===== src/rtl/regfile_wb_arbiter_if.sv =====
// Write-back bus between the ALU/load requesters, the decode stage and the
// register-file write port arbiter.
interface regfile_wb_arbiter_if #(
  parameter int unsigned DATA_W = 32,
  parameter int unsigned ADDR_W = 5
);
  logic              alu_valid;
  logic              alu_ready;
  logic [ADDR_W-1:0] alu_addr;
  logic [DATA_W-1:0] alu_data;
  logic              mem_valid;
  logic              mem_ready;
  logic [ADDR_W-1:0] mem_addr;
  logic [DATA_W-1:0] mem_data;
  logic              iss_valid;
  logic [ADDR_W-1:0] iss_addr;
  logic              iss_ready;
  logic [ADDR_W-1:0] rs1;
  logic [ADDR_W-1:0] rs2;
  logic              stall;
  logic              writeReg;
  logic [ADDR_W-1:0] writeAddress;
  logic [DATA_W-1:0] writeData;

  modport slave (
    input  alu_valid, alu_addr, alu_data,
    input  mem_valid, mem_addr, mem_data,
    input  iss_valid, iss_addr, rs1, rs2,
    output alu_ready, mem_ready, iss_ready, stall,
    output writeReg, writeAddress, writeData
  );

  modport master (
    output alu_valid, alu_addr, alu_data,
    output mem_valid, mem_addr, mem_data,
    output iss_valid, iss_addr, rs1, rs2,
    input  alu_ready, mem_ready, iss_ready, stall,
    input  writeReg, writeAddress, writeData
  );
endinterface


===== src/rtl/regfile_wb_arbiter.sv =====
// Register-file write port owner: ALU/load write-back arbitration with
// starvation guard, pending-register scoreboard and decode stall.
module regfile_wb_arbiter #(
  parameter int unsigned DATA_W       = 32,
  parameter int unsigned ADDR_W       = 5,
  parameter int unsigned STARVE_LIMIT = 4
) (
  input logic                  ck,
  input logic                  rst,
  regfile_wb_arbiter_if.slave  bus
);
  localparam int unsigned NREG  = 1 << ADDR_W;
  localparam logic [3:0]  LIMIT = 4'(STARVE_LIMIT);

  logic [3:0]        starve_q, starve_d;
  logic              we_q, we_d;
  logic [ADDR_W-1:0] waddr_q, waddr_d;
  logic [DATA_W-1:0] wdata_q, wdata_d;
  logic [NREG-1:0]   pending_q, pending_d;

  logic alu_ready_c, mem_ready_c, iss_ready_c;
  logic alu_xfer, mem_xfer;

  always_comb begin
    alu_ready_c = bus.alu_valid && (!bus.mem_valid || starve_q == LIMIT);
    mem_ready_c = bus.mem_valid && !alu_ready_c;
    iss_ready_c = !(bus.iss_valid && pending_q[bus.iss_addr] && bus.iss_addr != '0);
    alu_xfer    = bus.alu_valid && alu_ready_c;
    mem_xfer    = bus.mem_valid && mem_ready_c;
  end

  assign bus.alu_ready    = alu_ready_c;
  assign bus.mem_ready    = mem_ready_c;
  assign bus.iss_ready    = iss_ready_c;
  assign bus.stall        = pending_q[bus.rs1] | pending_q[bus.rs2];
  assign bus.writeReg     = we_q;
  assign bus.writeAddress = waddr_q;
  assign bus.writeData    = wdata_q;

  always_comb begin
    starve_d  = starve_q;
    we_d      = 1'b0;
    waddr_d   = waddr_q;
    wdata_d   = wdata_q;
    pending_d = pending_q;

    if (alu_xfer) begin
      starve_d = '0;
    end else if (bus.alu_valid && starve_q < LIMIT) begin
      starve_d = starve_q + 4'd1;
    end

    // r0 transfers are accepted but leave the write port and its held values untouched.
    if (alu_xfer && bus.alu_addr != '0) begin
      we_d    = 1'b1;
      waddr_d = bus.alu_addr;
      wdata_d = bus.alu_data;
    end else if (mem_xfer && bus.mem_addr != '0) begin
      we_d    = 1'b1;
      waddr_d = bus.mem_addr;
      wdata_d = bus.mem_data;
    end

    // Clear before set so a same-edge reissue keeps the register pending.
    if (we_q) begin
      pending_d[waddr_q] = 1'b0;
    end
    if (bus.iss_valid && iss_ready_c && bus.iss_addr != '0) begin
      pending_d[bus.iss_addr] = 1'b1;
    end
    pending_d[0] = 1'b0;
  end

  always_ff @(posedge ck) begin
    if (rst) begin
      starve_q  <= '0;
      we_q      <= 1'b0;
      waddr_q   <= '0;
      wdata_q   <= '0;
      pending_q <= '0;
    end else begin
      starve_q  <= starve_d;
      we_q      <= we_d;
      waddr_q   <= waddr_d;
      wdata_q   <= wdata_d;
      pending_q <= pending_d;
    end
  end
endmodule


===== src/flat_wrapper.sv =====
// flat-port wrapper written by rule: the top's interface ports become plain ports
module regfile_wb_arbiter_flat 
#(
  parameter int unsigned DATA_W       = 32,
  parameter int unsigned ADDR_W       = 5,
  parameter int unsigned STARVE_LIMIT = 4
)
  (ck, rst, bus_alu_valid, bus_alu_addr, bus_alu_data, bus_mem_valid, bus_mem_addr, bus_mem_data, bus_iss_valid, bus_iss_addr, bus_rs1, bus_rs2, bus_alu_ready, bus_mem_ready, bus_iss_ready, bus_stall, bus_writeReg, bus_writeAddress, bus_writeData);
  regfile_wb_arbiter_if #(.DATA_W(DATA_W), .ADDR_W(ADDR_W)) bus_i ();
  input logic ck;
  input logic rst;
  input wire logic [$bits(bus_i.alu_valid)-1:0] bus_alu_valid;
  input wire logic [$bits(bus_i.alu_addr)-1:0] bus_alu_addr;
  input wire logic [$bits(bus_i.alu_data)-1:0] bus_alu_data;
  input wire logic [$bits(bus_i.mem_valid)-1:0] bus_mem_valid;
  input wire logic [$bits(bus_i.mem_addr)-1:0] bus_mem_addr;
  input wire logic [$bits(bus_i.mem_data)-1:0] bus_mem_data;
  input wire logic [$bits(bus_i.iss_valid)-1:0] bus_iss_valid;
  input wire logic [$bits(bus_i.iss_addr)-1:0] bus_iss_addr;
  input wire logic [$bits(bus_i.rs1)-1:0] bus_rs1;
  input wire logic [$bits(bus_i.rs2)-1:0] bus_rs2;
  output wire logic [$bits(bus_i.alu_ready)-1:0] bus_alu_ready;
  output wire logic [$bits(bus_i.mem_ready)-1:0] bus_mem_ready;
  output wire logic [$bits(bus_i.iss_ready)-1:0] bus_iss_ready;
  output wire logic [$bits(bus_i.stall)-1:0] bus_stall;
  output wire logic [$bits(bus_i.writeReg)-1:0] bus_writeReg;
  output wire logic [$bits(bus_i.writeAddress)-1:0] bus_writeAddress;
  output wire logic [$bits(bus_i.writeData)-1:0] bus_writeData;
  assign bus_i.alu_valid = bus_alu_valid;
  assign bus_i.alu_addr = bus_alu_addr;
  assign bus_i.alu_data = bus_alu_data;
  assign bus_i.mem_valid = bus_mem_valid;
  assign bus_i.mem_addr = bus_mem_addr;
  assign bus_i.mem_data = bus_mem_data;
  assign bus_i.iss_valid = bus_iss_valid;
  assign bus_i.iss_addr = bus_iss_addr;
  assign bus_i.rs1 = bus_rs1;
  assign bus_i.rs2 = bus_rs2;
  assign bus_alu_ready = bus_i.alu_ready;
  assign bus_mem_ready = bus_i.mem_ready;
  assign bus_iss_ready = bus_i.iss_ready;
  assign bus_stall = bus_i.stall;
  assign bus_writeReg = bus_i.writeReg;
  assign bus_writeAddress = bus_i.writeAddress;
  assign bus_writeData = bus_i.writeData;
  regfile_wb_arbiter #(.DATA_W(DATA_W), .ADDR_W(ADDR_W), .STARVE_LIMIT(STARVE_LIMIT)) u_core (.ck(ck), .rst(rst), .bus(bus_i));
endmodule

===== config.mk =====
export PLATFORM = sky130hd
export DESIGN_NAME = regfile_wb_arbiter_flat
export DESIGN_NICKNAME = d
export VERILOG_FILES = /design/src/rtl/regfile_wb_arbiter_if.sv /design/src/rtl/regfile_wb_arbiter.sv /design/src/flat_wrapper.sv
export SDC_FILE = /design/constraint.sdc
export NUM_CORES = 1
export LEC_CHECK = 0
export CORE_ASPECT_RATIO = 0.5
export CORE_MARGIN = 2
export CORE_UTILIZATION = 50
export CTS_CLUSTER_DIAMETER = 60
export CTS_CLUSTER_SIZE = 28
export DETAILED_ROUTE_END_ITERATION = 8
export HOLD_SLACK_MARGIN = 0.03
export PLACE_DENSITY = 0.86
export SLEW_MARGIN = 5
export SYNTH_ARGS = -nofsm -noshare
export SYNTH_HDL_FRONTEND = slang
export SYNTH_SLANG_ARGS = --single-unit

===== constraint.sdc =====
create_clock -name ck -period 4.6 [get_ports ck]
set_input_delay 0.46 -clock ck [delete_from_list [all_inputs] [get_ports ck]]
set_output_delay 0.46 -clock ck [all_outputs]
set_load 0.02 [all_outputs]

==> metrics.log, run 1 <==
[metrics] result of the run: finished, final reports clean
[metrics] min cycle time layout: 3.83 ns
[metrics] number of antenna violations at the first check in global routing: 0
[metrics] launch instance of the worst min-delay path: u_core.starve_q[3]$_SDFFE_PP0P_
[metrics] synthesized area: 0.00421 mm²
[metrics] Total Wirelength: 13.0 mm
[metrics] dpl hpwl: 8.76 mm
[metrics] fraction of layout cells with a size suffix above 1: 10.0%
[metrics] horizontal extent of the die: 134 µm
[metrics] final antenna diode count: 0
[metrics] Leakage: 0.00221 µW
[metrics] Largest stage delay, worst path: 0.87 ns
[metrics] Initial Utilization: 52.1%
[metrics] per-cell routed wire length: 19.4 µm
[metrics] critical path launch point type: input pin
[metrics] final worst-path cycle share: 83.3%
[metrics] all-layer global routing usage: 28.7%
[metrics] critical setup path kind: in -> out
[metrics] worst hold-check slack: 0.474 ns
[metrics] core box area: 0.00809 mm²
[metrics] number of setup violations in the final report: 0
[metrics] worst setup path startpoint: bus_iss_addr[0]
[metrics] share of flip-flops with an asynchronous set or reset: 0%
[metrics] DRC viols: 0
[metrics] die boundary height: 68.9 µm
[metrics] Mapped Cells: 441
[metrics] #FFs+latches synth: 73
[metrics] count of vias placed by the detailed router: 4091
[metrics] global-route wire length before repair: 20.1 mm
[metrics] Worst EP required: 4.14 ns
[metrics] crit-path most repeated cell: clkdlybuf4s50_1
[metrics] class of the tightest hold or removal check: reg -> reg
[metrics] cts bufs inserted: 9
[metrics] unrepaired setup endpoints after global routing: no
[metrics] weighted congestion reported at the end of routability-driven placement: 0.871
[metrics] count of flip-flops with a built-in enable after synthesis: 0
[metrics] Main synth FF type: dfxtp_1
[metrics] power density relative to cell area: 325 mW/mm²
[metrics] max_slew headroom: 40.5%
[metrics] Hold Violations, Final: 0
[metrics] Top delay family on crit path: buffers and inverters
[metrics] Arr. time, crit path: 3.37 ns
[metrics] IR drop worst, VDD: 0.000256 V
[metrics] Max Cap Viol: 0
[metrics] Tightest Pin Transition: 0.890 ns
[metrics] Final nets: 649
[metrics] number of H-tree branching levels: 3
[metrics] hold buffer count at CTS: 0
[metrics] number of buffer cells added on primary ports: 135
[metrics] share of the yosys chip area belonging to registers: 34.7%
[metrics] largest net degree at the start of global routing: 75
[metrics] total clock sinks: 73
[metrics] Buffers & Inverters on Critical Path: 2
[metrics] starting DRC count in detailed routing: 431
[metrics] full die area: 0.00922 mm²
[metrics] cells traversed along the worst timing path: clkdlybuf4s50_1 -> mux4_1 -> nor2b_1 -> a41o_1 -> nor2_1 -> a21o_1 -> clkdlybuf4s50_1
[metrics] count of distinct cell types in the synthesized netlist: 47
[metrics] number of rows created at floorplan: 23
[metrics] buffer cell driving the clock tree root: clkbuf_16
[metrics] maximum buffer depth of the clock tree: 2
[metrics] nature of the critical path endpoint: output port
[metrics] most common cell after layout, fill and taps aside: clkdlybuf4s50_1
[metrics] critical register-to-register path startpoint: u_core.starve_q[0]$_SDFFE_PP0P_
[metrics] largest fanout on the critical path: 13
[metrics] Syn Nets: 537
[metrics] Post-CTS Repair Setup Buffers: 0
[metrics] post_cts resized: 0
[metrics] number of nets with antenna violations after detailed routing: 0
[metrics] number of max-slew violations in the final report: 0
[metrics] io pins: 136
[metrics] most used cells in the layout excluding fill and tap cells: 134 x clkdlybuf4s50_1, 73 x dfxtp_1, 44 x nor2_1
[metrics] GR Overflow Total: 0
[metrics] clk_lat worst skew: 0.34 ns
[metrics] post-CTS clock slew at the launch and capture registers of the worst setup and hold paths: 0.06 ns
[metrics] via count normalized by instance count: 6.11
[metrics] mean area per synthesized cell: 9.55 µm²
[metrics] setup tns final: 0 ns
[metrics] layout overhead on the synthesized area: 41.3%
[metrics] fmax: 261 MHz
[metrics] Setup Skew: 0.00502 ns
[metrics] number of global-route vias before repair: 3955
[metrics] CP max stage cell: clkdlybuf4s50_1
[metrics] warning count from the yosys run: 0
[metrics] number of detailed-routing iterations run before antenna repair: 6
[metrics] TritonCTS clock tree: done
## registers in the layout, summed over array words and instances, names as in the netlist
signal and flops:
u_core.bus.writeReg 1, u_core.starve_q 4, u_core.pending_q 31, u_core.bus.writeData 32, u_core.bus.writeAddress 5
## synthesized netlist by cell type, drive strengths merged (12+ instances only)
| cell | n | area, µm² |
|---|---|---|
| buf | 12 | 78.8 |
| dfxtp | 73 | 1460 |
| nand3b | 24 | 180 |
| mux4 | 22 | 503 |
| a211oi | 36 | 270 |
| clkbuf | 26 | 98.8 |
| nor2 | 44 | 165 |
| o21ai | 28 | 140 |
| nor2b | 17 | 106 |
| mux2i | 42 | 420 |
| nand2 | 30 | 115 |
| o31ai | 24 | 180 |
## power by group
group	internal, µW	total, µW	leakage (µW)	switching, µW
combinational	182	345	0.00142	163
clock	613	891	0.000186	278
sequential	665	695	0.000599	29.8
## layer usage
| layer | GRT usage [%] | part of all wire (%) |
|---|---|---|
| met5 | 0 | 0 |
| met4 | 10.8 | 2.1 |
| met3 | 9.06 | 9.9 |
| met2 | 50.9 | 48 |
| met1 | 33.7 | 40 |
## through the flow
step	area, µm²	std cells	total power [µW]	worst slack (ns)	util (%)
after floorplan	4210	441	874	1.98	-
after CTS	5950	670	1930	0.799	73.6
final	5950	670	1930	0.770	73.6
after detailed placement	5570	654	1050	0.834	68.9
after global placement	5570	654	1040	0.865	68.9
after global routing	5950	670	1990	0.657	73.6
## worst register-to-register path, delay by kind of cell (launching register included)
kind | cells | cell delay (ns)
DFF | 1 | 0.34
AOI/OAI and AO/OA | 3 | 1.15
adders and majority gates | 1 | 0.17
and+or+nand+nor | 2 | 0.24
buffers and inverters | 2 | 0.46
## path summary, 6_finish.rpt
kind | end | slack, ns | depth (start not counted)
worst min register to register | u_core.starve_q[3]$_SDFFE_PP0P_ | 0.47 | 2
worst max register to register | u_core.bus.writeData[21]$_SDFFE_PP0P_ | 2.09 | 8
worst max-delay path | bus_iss_ready | 0.77 | 7
worst min-delay path | u_core.starve_q[3]$_SDFFE_PP0P_ | 0.47 | 2
## final cells by class
cell class              instances  area (µm²)
inverters                       4        15.0
repair buffers                139        1380
fillers                       584        2140
well taps                     112         140
multi-input cells             326        2580
clock buffers                  11         253
flip-flops and latches         73        1460
clock inverters                 5         125
## cell families after synthesis
logic type	count (synthesis)	synth area share, %
simple gates	149	19.2
flops	73	34.7
mux	66	22.5
compound gates	108	18.3
buf+inv	42	4.58
fa+ha+maj	2	0.594
xor+xnor	1	0.208
(Power assumes the default switching activity.)
==> run 2, diff against run 1 <==
--- a/config.mk
+++ b/config.mk
@@ -7,12 +7,12 @@
 export LEC_CHECK = 0
 export CORE_ASPECT_RATIO = 0.5
 export CORE_MARGIN = 2
-export CORE_UTILIZATION = 50
+export CORE_UTILIZATION = 47
 export CTS_CLUSTER_DIAMETER = 60
 export CTS_CLUSTER_SIZE = 28
 export DETAILED_ROUTE_END_ITERATION = 8
 export HOLD_SLACK_MARGIN = 0.03
-export PLACE_DENSITY = 0.86
+export PLACE_DENSITY = 0.81
 export SLEW_MARGIN = 5
 export SYNTH_ARGS = -nofsm -noshare
 export SYNTH_HDL_FRONTEND = slang
==> constraint.sdc (replaced) <==
create_clock -name ck -period 3.8 [get_ports ck]
set_input_delay 0.38 -clock ck [delete_from_list [all_inputs] [get_ports ck]]
set_output_delay 0.38 -clock ck [all_outputs]
set_load 0.02 [all_outputs]
==> metrics.log, run 2 (synthesized netlist as in run 1, its figures left out) <==
[metrics] critical path launch point type: input pin
[metrics] power density relative to cell area: 342 mW/mm²
[metrics] crit-path most repeated cell: clkdlybuf4s50_1
[metrics] final worst-path cycle share: 85.9%
[metrics] class of the tightest hold or removal check: in -> reg
[metrics] Tightest Pin Transition: 0.698 ns
[metrics] total clock sinks: 73
[metrics] unrepaired setup endpoints after global routing: no
[metrics] Leakage: 0.00218 µW
[metrics] number of max-slew violations in the final report: 0
[metrics] Placed Cells: 664
[metrics] all-layer global routing usage: 26.5%
[metrics] max_slew headroom: 53.4%
[metrics] maximum buffer depth of the clock tree: 2
[metrics] number of setup violations in the final report: 0
[metrics] TritonCTS clock tree: done
[metrics] Largest stage delay, worst path: 0.60 ns
[metrics] most common cell after layout, fill and taps aside: clkdlybuf4s50_1
[metrics] min cycle time layout: 3.27 ns
[metrics] cells traversed along the worst timing path: clkdlybuf4s50_1 -> buf_4 -> mux4_1 -> a22o_1 -> a221oi_2 -> a21o_1 -> clkdlybuf4s50_1
[metrics] fmax: 306 MHz
[metrics] number of global-route vias before repair: 3873
[metrics] cts bufs inserted: 9
[metrics] nature of the critical path endpoint: output port
[metrics] number of nets with antenna violations after detailed routing: 0
[metrics] buffer cell driving the clock tree root: clkbuf_16
[metrics] Final nets: 654
[metrics] Total Wirelength: 12.5 mm
[metrics] weighted congestion reported at the end of routability-driven placement: 0.924
[metrics] Buffers & Inverters on Critical Path: 3
[metrics] post_cts resized: 0
[metrics] critical setup path kind: in -> out
[metrics] IR drop worst, VDD: 0.000235 V
[metrics] count of fill cells added during filler insertion: 713
[metrics] GR Overflow Total: 0
[metrics] per-cell routed wire length: 18.5 µm
[metrics] number of H-tree branching levels: 3
[metrics] hold buffer count at CTS: 0
[metrics] pre-CTS setup slack: 0.563 ns
[metrics] setup tns final: 0 ns
[metrics] final antenna diode count: 0
[metrics] io pins: 136
[metrics] Hold Violations, Final: 0
[metrics] number of rows created at floorplan: 24
[metrics] Initial Utilization: 48.4%
[metrics] number of antenna violations at the first check in global routing: 0
[metrics] largest fanout on the critical path: 7
[metrics] count of vias placed by the detailed router: 3996
[metrics] CP max stage cell: clkdlybuf4s50_1
[metrics] filler-free cell count of the finished design: 679
[metrics] Top delay family on crit path: buffers and inverters
[metrics] starting DRC count in detailed routing: 331
[metrics] clk_lat worst skew: 0.33 ns
[metrics] full die area: 0.00978 mm²
[metrics] global-route wire length before repair: 20.0 mm
[metrics] horizontal extent of the die: 138 µm
[metrics] most used cells in the layout excluding fill and tap cells: 134 x clkdlybuf4s50_1, 73 x dfxtp_1, 44 x nor2_1
[metrics] Arr. time, crit path: 2.89 ns
[metrics] Worst EP required: 3.42 ns
[metrics] largest net degree at the start of global routing: 67
[metrics] number of detailed-routing iterations run before antenna repair: 5
[metrics] DRC viols: 0
[metrics] post-CTS clock slew at the launch and capture registers of the worst setup and hold paths: 0.05 ns
[metrics] Setup Skew: 0.00592 ns
[metrics] result of the run: finished, final reports clean
[metrics] fraction of layout cells with a size suffix above 1: 10.5%
[metrics] layout overhead on the synthesized area: 39.6%
[metrics] Max Cap Viol: 0
[metrics] die boundary height: 70.9 µm
[metrics] dpl hpwl: 8.91 mm
[metrics] Largest register FFs: 32
[metrics] via count normalized by instance count: 5.89
[metrics] number of buffer cells added on primary ports: 135
[metrics] Util after Layout: 67.5%
[metrics] core box area: 0.00871 mm²
[metrics] Post-CTS Repair Setup Buffers: 0
[metrics] total power consumption of the routed design: 2010 µW
[metrics] slack of the critical path: 0.535 ns
-- run 2: cell types whose count changed in the layout (fill, tap and decap cells not counted) --
cell and change:
clkinv_2 +3, clkbuf_8 -1, clkbuf_1 +1, bufinv_16 -4
buf_4 +5
-- run 2: where the power goes --
part | total (µW) | switching, µW | internal [µW]
Sequential | 841 | 35.4 | 805
Clock | 756 | 305 | 451
Combinational | 417 | 193 | 223
-- run 2: worst paths after layout --
path,slack [ns],end,depth (start not counted),from
worst min-delay path,0.47,u_core.pending_q[2]$_SDFF_PP0_,3,rst
worst min register to register,0.47,u_core.starve_q[3]$_SDFFE_PP0P_,2,u_core.starve_q[3]$_SDFFE_PP0P_
worst max-delay path,0.53,bus_iss_ready,7,bus_iss_addr[0]
worst max register to register,1.45,u_core.pending_q[13]$_SDFF_PP0_,5,u_core.pending_q[23]$_SDFF_PP0_
-- run 2: worst reg2reg max path, delay by kind of cell, from the launching register on --
kind / cells / cell delay, ns
flip-flops: 1 / 0.37
AO/OA/AOI/OAI: 3 / 0.94
multiplexers: 1 / 0.49
AND/OR/NAND/NOR: 1 / 0.44
-- run 2: per-layer routing --
layer  wire [µm]  up-vias  global-route usage, %
met5           0        -                      0
met4         170        0                   7.94
met3        1090       18                   7.17
met2        5870      199                   43.0
met1        5390     1874                   35.0
li1            -     1905                      -
-- run 2: cell type report --
cell class	instances	area [µm²]	area share (%)
inverters	4	15.0	0.255
multi-input cells	326	2580	43.9
repair buffers	144	1410	24.0
well taps	117	146	2.49
flip-flops and latches	73	1460	24.9
clock inverters	4	20.0	0.340
clock buffers	11	243	4.13
-- run 2: through the flow --
| stage | area, µm² | hold WS [ns] |
|---|---|---|
| after floorplan | 4210 | 0.432 |
| after global placement | 5620 | 0.445 |
| after detailed placement | 5620 | 0.463 |
| after CTS | 5880 | 0.441 |
| after global routing | 5880 | 0.476 |
| final | 5880 | 0.471 |
